**src/rtl/double_to_sig16b_serial.sv**
```systemverilog
// Serial IEEE-754 binary64 to signed 16-bit converter with round-half-to-even.
// One mantissa bit is shifted out per clock, so latency tracks the exponent.
module double_to_sig16b_serial (
    input  logic        clk_operation,
    input  logic        rst,
    input  logic        enable,
    input  logic [63:0] double,
    output logic [15:0] sig16b,
    output logic        ready,
    output logic        busy,
    output logic        overflow,
    output logic        invalid
);

    typedef enum logic [2:0] {
        IDLE,
        DECODE,
        SHIFT,
        ROUND,
        DONE
    } state_t;

    state_t state, state_next;

    logic [63:0] operand;
    logic [52:0] mant;
    logic [5:0]  cnt;
    logic        guard;
    logic        sticky;
    logic        force_ovf;
    logic        force_inv;

    // Field split and classification of the captured operand
    logic        op_sign;
    logic [10:0] op_exp;
    logic [51:0] op_frac;
    logic        is_nan;
    logic        is_small;
    logic        is_big;
    logic        is_min;
    logic        is_special;
    logic [5:0]  shift_cnt;

    assign op_sign  = operand[63];
    assign op_exp   = operand[62:52];
    assign op_frac  = operand[51:0];
    assign is_nan   = (op_exp == 11'h7FF) && (op_frac != 52'd0);
    assign is_small = (op_exp <= 11'd1021);
    assign is_big   = (op_exp >= 11'd1038);
    assign is_min   = op_sign && (op_exp == 11'd1038) && (op_frac == 52'd0);
    assign is_special = is_nan || is_small || is_big;
    // n = 52 - (exp - 1023); only evaluated for exp in 1022..1037, so n is 38..53
    assign shift_cnt = 6'(11'd1075 - op_exp);

    // Rounding and final result selection
    logic        round_up;
    logic [16:0] q;
    logic [15:0] res_sig;
    logic        res_ovf;
    logic        res_inv;

    assign round_up = guard & (sticky | mant[0]);
    assign q        = {1'b0, mant[15:0]} + {16'd0, round_up};

    // NOTE: every output of a combinational block gets a default first so no
    // path through the if/case leaves it unassigned, which would infer a latch.
    always_comb begin
        res_sig = 16'h0000;
        res_ovf = 1'b0;
        res_inv = 1'b0;
        if (force_inv) begin
            res_inv = 1'b1;
        end else if (force_ovf) begin
            res_sig = op_sign ? 16'h8000 : 16'h7FFF;
            res_ovf = 1'b1;
        end else if (!op_sign && (q >= 17'd32768)) begin
            res_sig = 16'h7FFF;
            res_ovf = 1'b1;
        end else if (op_sign) begin
            // -32768 falls out of the 16-bit negate naturally as 0x8000
            res_sig = 16'd0 - q[15:0];
        end else begin
            res_sig = q[15:0];
        end
    end

    // State register
    // NOTE: sequential state uses non-blocking assignments so every flop samples
    // pre-edge values, independent of the order the statements are written in.
    always_ff @(posedge clk_operation or posedge rst) begin
        if (rst) begin
            state <= IDLE;
        end else begin
            state <= state_next;
        end
    end

    always_comb begin
        state_next = state;
        case (state)
            IDLE:    if (enable) state_next = DECODE;
            DECODE:  state_next = is_special ? ROUND : SHIFT;
            SHIFT:   if (cnt == 6'd1) state_next = ROUND;
            ROUND:   state_next = DONE;
            DONE:    state_next = IDLE;
            default: state_next = IDLE;
        endcase
    end

    // Datapath
    always_ff @(posedge clk_operation or posedge rst) begin
        if (rst) begin
            operand   <= 64'd0;
            mant      <= 53'd0;
            cnt       <= 6'd0;
            guard     <= 1'b0;
            sticky    <= 1'b0;
            force_ovf <= 1'b0;
            force_inv <= 1'b0;
            sig16b    <= 16'h0000;
            overflow  <= 1'b0;
            invalid   <= 1'b0;
            ready     <= 1'b0;
        end else begin
            ready <= (state == ROUND);
            case (state)
                IDLE: begin
                    if (enable) operand <= double;
                end
                DECODE: begin
                    guard     <= 1'b0;
                    sticky    <= 1'b0;
                    force_inv <= is_nan;
                    force_ovf <= is_big && !is_min && !is_nan;
                    if (is_min) begin
                        mant <= 53'd32768;
                        cnt  <= 6'd0;
                    end else if (is_special) begin
                        mant <= 53'd0;
                        cnt  <= 6'd0;
                    end else begin
                        mant <= {1'b1, op_frac};
                        cnt  <= shift_cnt;
                    end
                end
                SHIFT: begin
                    mant   <= mant >> 1;
                    guard  <= mant[0];
                    sticky <= sticky | guard;
                    cnt    <= cnt - 6'd1;
                end
                ROUND: begin
                    sig16b   <= res_sig;
                    overflow <= res_ovf;
                    invalid  <= res_inv;
                end
                default: ;
            endcase
        end
    end

    assign busy = (state != IDLE);

endmodule

```
**config.mk**
```make
export PLATFORM = sky130hd
export DESIGN_NAME = double_to_sig16b_serial
export DESIGN_NICKNAME = d
export VERILOG_FILES = /design/src/rtl/double_to_sig16b_serial.sv
export SDC_FILE = /design/constraint.sdc
export NUM_CORES = 1
export LEC_CHECK = 0
export CAP_MARGIN = 20
export CORE_MARGIN = 2
export CORE_UTILIZATION = 60
export CTS_BUF_LIST = sky130_fd_sc_hd__clkbuf_8
export DETAILED_ROUTE_END_ITERATION = 7
export PLACE_DENSITY = 0.85
export SLEW_MARGIN = 20
export SYNTH_ARGS = -nofsm -noshare
export SYNTH_HDL_FRONTEND = slang
export SYNTH_SLANG_ARGS = --single-unit
```
**constraint.sdc**
```tcl
create_clock -name clk_operation -period 7.9 [get_ports clk_operation]
set_input_delay 1.58 -clock clk_operation [delete_from_list [all_inputs] [get_ports clk_operation]]
set_output_delay 1.58 -clock clk_operation [all_outputs]
set_load 0.03 [all_outputs]
```
Word level (Yosys, flattened, before mapping)
Cells that the tools add are included.
{"block": "word_totals", "reg_bits": 149, "inputBits": 67, "output_inout_bits": 20, "wordCells": 69}
{"block": "op_classes", "add_sub_neg": 4, "order_cmp": 3, "n_eq_ne": 8, "muxes": 21, "n_bitwise": 3, "n_reduce_logical": 18}
{"cell": "two-way mux 53 bit", "n": 2}
{"cell": "case mux 53 bit (2 select lines)", "n": 1}
{"cell": "two-way mux 16 bit", "n": 5}
{"cell": "logical NOT 52 bit", "n": 1}
{"cell": "nonzero test 52 bit", "n": 1}
{"cell": "equality test 11 bit, second input constant", "n": 2}
{"cell": "adder 16 x 1 -> 17 bit", "n": 1}
{"cell": "greater-or-equal comparator 17 x 16 -> 1 bit, second input constant", "n": 1}
{"cell": "subtractor 1 x 16 -> 16 bit, first input constant", "n": 1}
{"cell": "two-way mux 6 bit", "n": 2}
{"cell": "case mux 3 bit (4 select lines)", "n": 1}
{"cell": "case mux 6 bit (2 select lines)", "n": 1}
{"cell": "greater-or-equal comparator 11 bit, second input constant", "n": 1}
{"cell": "<= comparator 11 x 10 -> 1 bit, second input constant", "n": 1}
{"cell": "equality test 3 x 2 -> 1 bit, second input constant", "n": 2}
{"cell": "equality test 6 x 1 -> 1 bit, second input constant", "n": 1}
{"cell": "logical AND 1 bit", "n": 6}
{"cell": "two-way mux 3 bit", "n": 2}
{"cell": "subtractor 6 x 1 -> 6 bit, second input constant", "n": 1}
{"cell": "subtractor 6 bit, first input constant", "n": 1}
{"cell": "two-way mux 1 bit", "n": 5}
{"cell": "inequality test 2 bit, second input constant", "n": 2}
{"cell": "case mux 1 bit (2 select lines)", "n": 2}
{"cell": "AND reduction 2 bit", "n": 2}
{"cell": "8 further kinds", "n": 12}

Depth between registers and ports, before layout
Gate-level depths: netlist of run 1.
{"block": "depth", "word_depth": 8, "ltp_mapped": 11, "mapped_depth_nobuf": 10}

Least setup slack after synthesis of run 1
No wires, ideal clock.
{"block": "synth_path", "kind": "input port to flip-flop", "start": "input port enable", "end": "register operand[10]", "setup_ns": 0.125, "arrival_ns": 2.580, "t_required_ns": 7.775, "path_slack_ns": 5.195, "path_stages": 4, "n_path_buf": 1, "path_cell_list": "inv_1 -> nor2_1 -> clkbuf_1 -> mux2_2"}
{"block": "synth_via", "elab_chain_len": 1}
{"item": "start: declaration", "line_no": "6", "source": "input logic enable,"}
{"item": "AND reduction 2 bit (no line)"}
{"item": "end signal: assignment", "line_no": "128", "source": "if (enable) operand <= double;"}
{"item": "end: declaration", "line_no": "25", "source": "logic [63:0] operand;"}
Every way passes these cells.
A chain may end at the register's enable or synchronous reset.

Worst setup path after layout of run 1
{"block": "layout_path", "start": "register state[1]", "end": "output port busy"}
{"block": "layout_via", "elab_chain_len": 1}
{"item": "start: declaration", "line_no": "23", "source": "state_t state, state_next;"}
{"item": "start signal: assignment", "line_no": "94", "source": "state <= state_next;"}
{"item": "nonzero test 3 bit", "line_no": "162", "source": "assign busy = (state != IDLE);"}
{"item": "end: declaration", "line_no": "10", "source": "output logic busy,"}
Every way passes these cells.

==> flow_summary.json, run 1 <==
{
  "drive_gt1_frac": 0.149,
  "initial_core_util": 0.618,
  "syn_avg_cell_area_um2": 10.3,
  "drt-total-wl_mm": 16.5,
  "synth_common_cells": "dfrtp_1, nand2_1, mux2_2, nor2_1, nand3_1",
  "ctsHoldBuffers": 0,
  "cts_tree": "done",
  "worstSkewPairLatency_ps": 460,
  "finalHoldViolations": 0,
  "setup.worst_path.end_class": "primary output",
  "drt_iter0_drc": 385,
  "die_w_um": 116,
  "synthTopCellsByArea": "dfrtp_1, mux2_2, nand2_1, a31oi_1, nor2_1",
  "critPathBufInv": 1,
  "tightest_slew_ps": 913,
  "grt_setup_unrepaired": "no",
  "synth_top_cell_area_share": 0.498,
  "r2r_cells": 8,
  "drc": 0,
  "hp-class": "flop to flop",
  "power.density_mw_per_mm2": 400,
  "crit_required_ps": 6320,
  "netlist.top_cell.by_area": "dfrtp_1",
  "synth_nets": 802,
  "crit_path_start_kind": "flop",
  "p_int_mw": 2.11,
  "drv_slew": 0,
  "synth-edff-count": 0,
  "final_area_mm2": 0.00885,
  "hold_ws_ps": 480,
  "post-cts-setup-buffer-count": 0,
  "async_flop_share": 1.00,
  "drt-pass1-iter-count": 4,
  "dieArea_mm2": 0.0134,
  "grt_pass1_vias": 5881,
  "pwr-share-seq": 0.416,
  "crit_arrival_ps": 1980,
  "antenna_found_initial": 0,
  "drt.antenna.violating_nets": 0,
  "h-tree-depth": 4,
  "num_rows": 40,
  "ys_seq_elements": 149,
  "cts_buffer_depth": 2,
  "reg2reg_slack_ps": 4960,
  "avgRoutedWirePerCell_um": 17.1,
  "yosysMostFrequentCell": "dfrtp_1",
  "max_stage_delay_ps": 630,
  "startpoint": "state[1]",
  "fmax_mhz": 281,
  "tns_ps": 0,
  "synth_cell_type_count": 64,
  "syn_area_mm2": 0.00749,
  "root_buffer": "clkbuf_8",
  "crit_fanout": 8,
  "clock-sinks": 149,
  "synthCells": 728,
  "worstSetupEndpoint": "busy",
  "r2r_end": "cnt[1]",
  "fin_skew_ps": 9.13,
  "total_power_mw": 3.54,
  "pwr-share-comb": 0.396,
  "p_switching_mw": 1.43,
  "cts_made_buffers": 17,
  "worstPathCellList": "or3_1 -> clkdlybuf4s50_1",
  "synth_flop_cell": "dfrtp_1",
  "hpwlAfterDp_mm": 11.1,
  "worstSetupPathType": "flop to primary output",
  "synth_warnings": 0,
  "status": "finished, final reports clean",
  "finalSetupViolCount": 0,
  "io_buffers": 86,
  "critPathSlowestCell": "clkdlybuf4s50_1",
  "grt_pass1_wl_mm": 28.3,
  "yosysSeqAreaShare": 0.498,
  "clk_pin_slew_ps": 80,
  "pre_cts_slack_ps": 4380,
  "crit_family": "buffers and inverters",
  "setup_ws_ps": 4340,
  "area_growth_pct": 18.2,
  "die_h_um": 116,
  "num_vias": 5827,
  "pin_count": 87,
  "fp.coreArea_mm2": 0.0121,
  "power.share.switching": 0.404,
  "fin_crit_sh": 0.451,
  "path_depth": 2,
  "post_dp_cell_area_mm2": 0.00839,
  "cellLeakagePower_nw": 3.90,
  "gr-usage-all-layers": 0.269,
  "grt_max_degree": 79,
  "finalCriticalPeriod_ps": 3560,
  "irDropWorstVdd_mv": 0.216,
  "maxSlewHeadroom": 0.391,
  "rr_startpoint": "operand[14]",
  "globalplace.congestion": 0.902,
  "drv_cap": 0,
  "fin_nets": 860,
  "gr-total-overflow": 0,
  "drt-vias-per-instance": 6.03,
  "p_clk_frac": 0.188,
  "diodes": 0,
  "postCtsResizedCells": 0
}
## worst register-to-register path, stage by stage (launching register included)
cell and delay, ps:
dfrtp_1 410, nor4_1 380, nand4_1 200, nor4_1 700, nand2_1 280, nand3b_1 200
nor2b_1 60, buf_4 210, a221o_1 370
## power by group through the flow
stage | combinational [mW] | sequential (mW) | clock, mW
finish | 1.40 | 1.47 | 0.665
global route | 1.56 | 1.52 | 0.699
CTS | 1.41 | 1.46 | 0.669
detailed placement | 1.39 | 1.47 | 0
global placement | 1.33 | 1.45 | 0
floorplan | 1.10 | 1.38 | 0
## cell usage in the layout (no fill, tap or decap), drive strengths merged, types with 20 or more instances in the layout
| cell | count |
|---|---|
| inv | 21 |
| a22o | 22 |
| nor2 | 59 |
| a31oi | 37 |
| mux2 | 58 |
| dfrtp | 149 |
| a21o | 28 |
| nand3 | 42 |
| nand2 | 78 |
| a21oi | 29 |
| clkdlybuf4s50 | 86 |
| nor4 | 20 |
## layout make-up
cell class | count | area [um^2]
Clock buffer | 17 | 234
Fill cell | 892 | 3260
Inverter | 17 | 68.8
Multi-Input combinational cell | 507 | 3470
Sequential cell | 149 | 3730
Timing Repair Buffer | 94 | 921
Tap cell | 168 | 210
Clock inverter | 15 | 214
## sequential cells by signal, summed over array words and instances (netlist names)
register and cells:
cnt 6, force_inv 1, force_ovf 1, guard 1
invalid 1, mant 53, operand 64, overflow 1
ready 1, sig16b 16, state 3, sticky 1
## worst min path at each step
stage	startpoint	end	slack (ps)	depth (start not counted)
3_5_place_dp	sig16b[5]	sig16b[5]	460	1
5_1_grt	sig16b[7]	sig16b[7]	500	1
6_report	overflow	overflow	480	2
4_1_cts	sig16b[5]	sig16b[5]	480	1
3_3_place_gp	sig16b[2]	sig16b[2]	460	1
2_1_floorplan	mant[16]	mant[15]	450	2
## through the flow
step / instances / util
final: 967 / 0.730
after global routing: 967 / 0.730
after CTS: 967 / 0.730
after detailed placement: 935 / 0.693
after global placement: 935 / 0.693
after floorplan: 728 / -
## routing by layer
layer,wire length [um],track usage,vias to the layer above
met5,0,0,-
met4,369,0.0992,0
met3,704,0.0549,35
met2,8310,0.453,162
met1,7130,0.346,2885
li1,-,-,2745
## kinds of logic (layout without fill, tap and decap cells)
| family | Yosys count | after routing | share of synthesized area |
|---|---|---|---|
| adder cells (fa/ha/maj) | 7 | 7 | 0.0117 |
| buffers and inverters | 72 | 143 | 0.0415 |
| flip-flops | 149 | 149 | 0.498 |
| multiplexers | 62 | 62 | 0.0926 |
| AO/OA/AOI/OAI | 162 | 162 | 0.157 |
| XOR/XNOR | 23 | 23 | 0.0269 |
| AND/OR/NAND/NOR | 253 | 253 | 0.172 |
(Power assumes the default switching activity.)
==> run 2: changes to the inputs <==
- CORE_UTILIZATION: 60 -> 58
- PLACE_DENSITY: 0.85 -> 0.82
- clock period: 7.9 -> 3.6 ns (I/O delays scaled with it)
==> flow_summary.json, run 2 (synthesis results as in run 1) <==
{
  "globalplace.congestion": 0.869,
  "io_buffers": 86,
  "post-cts-setup-buffer-count": 0,
  "fmax_mhz": 346,
  "gr-usage-all-layers": 0.251,
  "crit_required_ps": 3980,
  "grt_pass1_wl_mm": 28.4,
  "worstPathCellList": "o21a_1 -> ha_1 -> ha_1 -> nand4_2 -> or2_1 -> o31ai_2 -> a21oi_1 -> o41ai_2 -> xor2_1 -> a2bb2oi_1",
  "layout_commonest_cell": "dfrtp_1",
  "cts_made_buffers": 17,
  "status": "finished, final reports clean",
  "fin_crit_sh": 0.802,
  "fin_skew_ps": 7.89,
  "postCtsResizedCells": 0,
  "hold_ws_ps": 478,
  "crit_path_start_kind": "flop",
  "tightest_slew_ps": 965,
  "clk_pin_slew_ps": 80,
  "gr-total-overflow": 0,
  "maxSlewHeadroom": 0.355,
  "finalCriticalPeriod_ps": 2890,
  "largestRegisters": "operand x64, mant x53, sig16b x16",
  "antenna_found_initial": 0,
  "drv_cap": 0,
  "diodes": 0,
  "drt-pass1-iter-count": 5,
  "clock-sinks": 149,
  "tns_ps": 0,
  "die_h_um": 118,
  "num_vias": 5785,
  "crit_fanout": 8,
  "root_buffer": "clkbuf_8",
  "drc": 0,
  "num_rows": 41,
  "cp_common_cell": "ha_1",
  "drt-vias-per-instance": 5.95,
  "critPathSlowestCell": "dfrtp_1",
  "power.density_mw_per_mm2": 856,
  "dieArea_mm2": 0.0138,
  "hp-class": "flop to flop",
  "finalHoldViolations": 0,
  "cts_buffer_depth": 2,
  "cts_tree": "done",
  "h-tree-depth": 4,
  "avgRoutedWirePerCell_um": 16.7,
  "drt-total-wl_mm": 16.3,
  "ctsHoldBuffers": 0,
  "setup.worst_path.end_class": "flop",
  "cellLeakagePower_nw": 3.89,
  "grt_max_degree": 150,
  "max_stage_delay_ps": 410,
  "final_cell_mix": "dfrtp_1, clkdlybuf4s50_1, nand2_1",
  "hpwlAfterDp_mm": 11.4,
  "grt_setup_unrepaired": "no",
  "drt_iter0_drc": 395,
  "drt.antenna.violating_nets": 0,
  "die_w_um": 118,
  "area_growth_pct": 17.8,
  "worstSkewPairLatency_ps": 460,
  "largest-register": "operand",
  "fp.coreArea_mm2": 0.0126,
  "finalSetupViolCount": 0,
  "crit_arrival_ps": 3270,
  "drive_gt1_frac": 0.151,
  "pin_count": 87,
  "drv_slew": 0,
  "initial_core_util": 0.593,
  "grt_pass1_vias": 5791,
  "largest_reg_flops": 64,
  "irDropWorstVdd_mv": 0.366,
  "fin_nets": 862,
  "worstSetupPathType": "flop to flop"
}
run 2: critical path, delay by kind of cell, from the launching register on:
| kind | cells | cell delay (ps) |
|---|---|---|
| and+or+nand+nor | 2 | 640 |
| adders and majority gates | 2 | 560 |
| DFF | 1 | 410 |
| AOI/OAI and AO/OA | 5 | 1000 |
| xor gates and xnor gates | 1 | 190 |
run 2: final timing paths:
path / from / endpoint / slack [ps] / cells after the start
worst min register to register: sig16b[4] / sig16b[4] / 480 / 1
min in group asynchronous: rst / operand[60] / 810 / 3
worst max-delay path: mant[0] / sig16b[14] / 710 / 10
worst max register to register: mant[0] / sig16b[14] / 710 / 10
worst min-delay path: sig16b[4] / sig16b[4] / 480 / 1
max in group asynchronous: rst / operand[8] / 2180 / 3
run 2: stage by stage:
step	utilization	cells	power [mW]	setup slack, ps	area [um^2]
after floorplan	-	728	5.44	1010	7490
after global placement	0.669	941	6.14	849	8440
after detailed placement	0.669	941	6.31	744	8440
after CTS	0.698	973	7.56	738	8810
after global routing	0.698	973	8.08	494	8810
final	0.698	973	7.54	711	8810
run 2: final cells by class:
type                    instances  area, um^2
fillers                       976        3800
multi-input cells             507        3470
clock buffers                  17         234
clock inverters                15         143
inverters                      17        67.6
well taps                     172         215
flip-flops and latches        149        3730
repair buffers                 96         961
run 2: report_power, final:
part	leakage, nW	switching [mW]	total, mW	internal (mW)
logic	1.84	1.69	3.10	1.41
registers	1.84	0.778	3.20	2.42
clock network	0.203	0.634	1.24	0.607
run 2: routing by layer:
layer / up-vias / wire length (um) / GRT usage / share of wire
met5: - / 0 / 0 / 0
met4: 0 / 295 / 0.0851 / 0.018
met3: 25 / 780 / 0.0465 / 0.048
met2: 178 / 7910 / 0.409 / 0.49
met1: 2844 / 7290 / 0.340 / 0.45
li1: 2738 / - / - / -
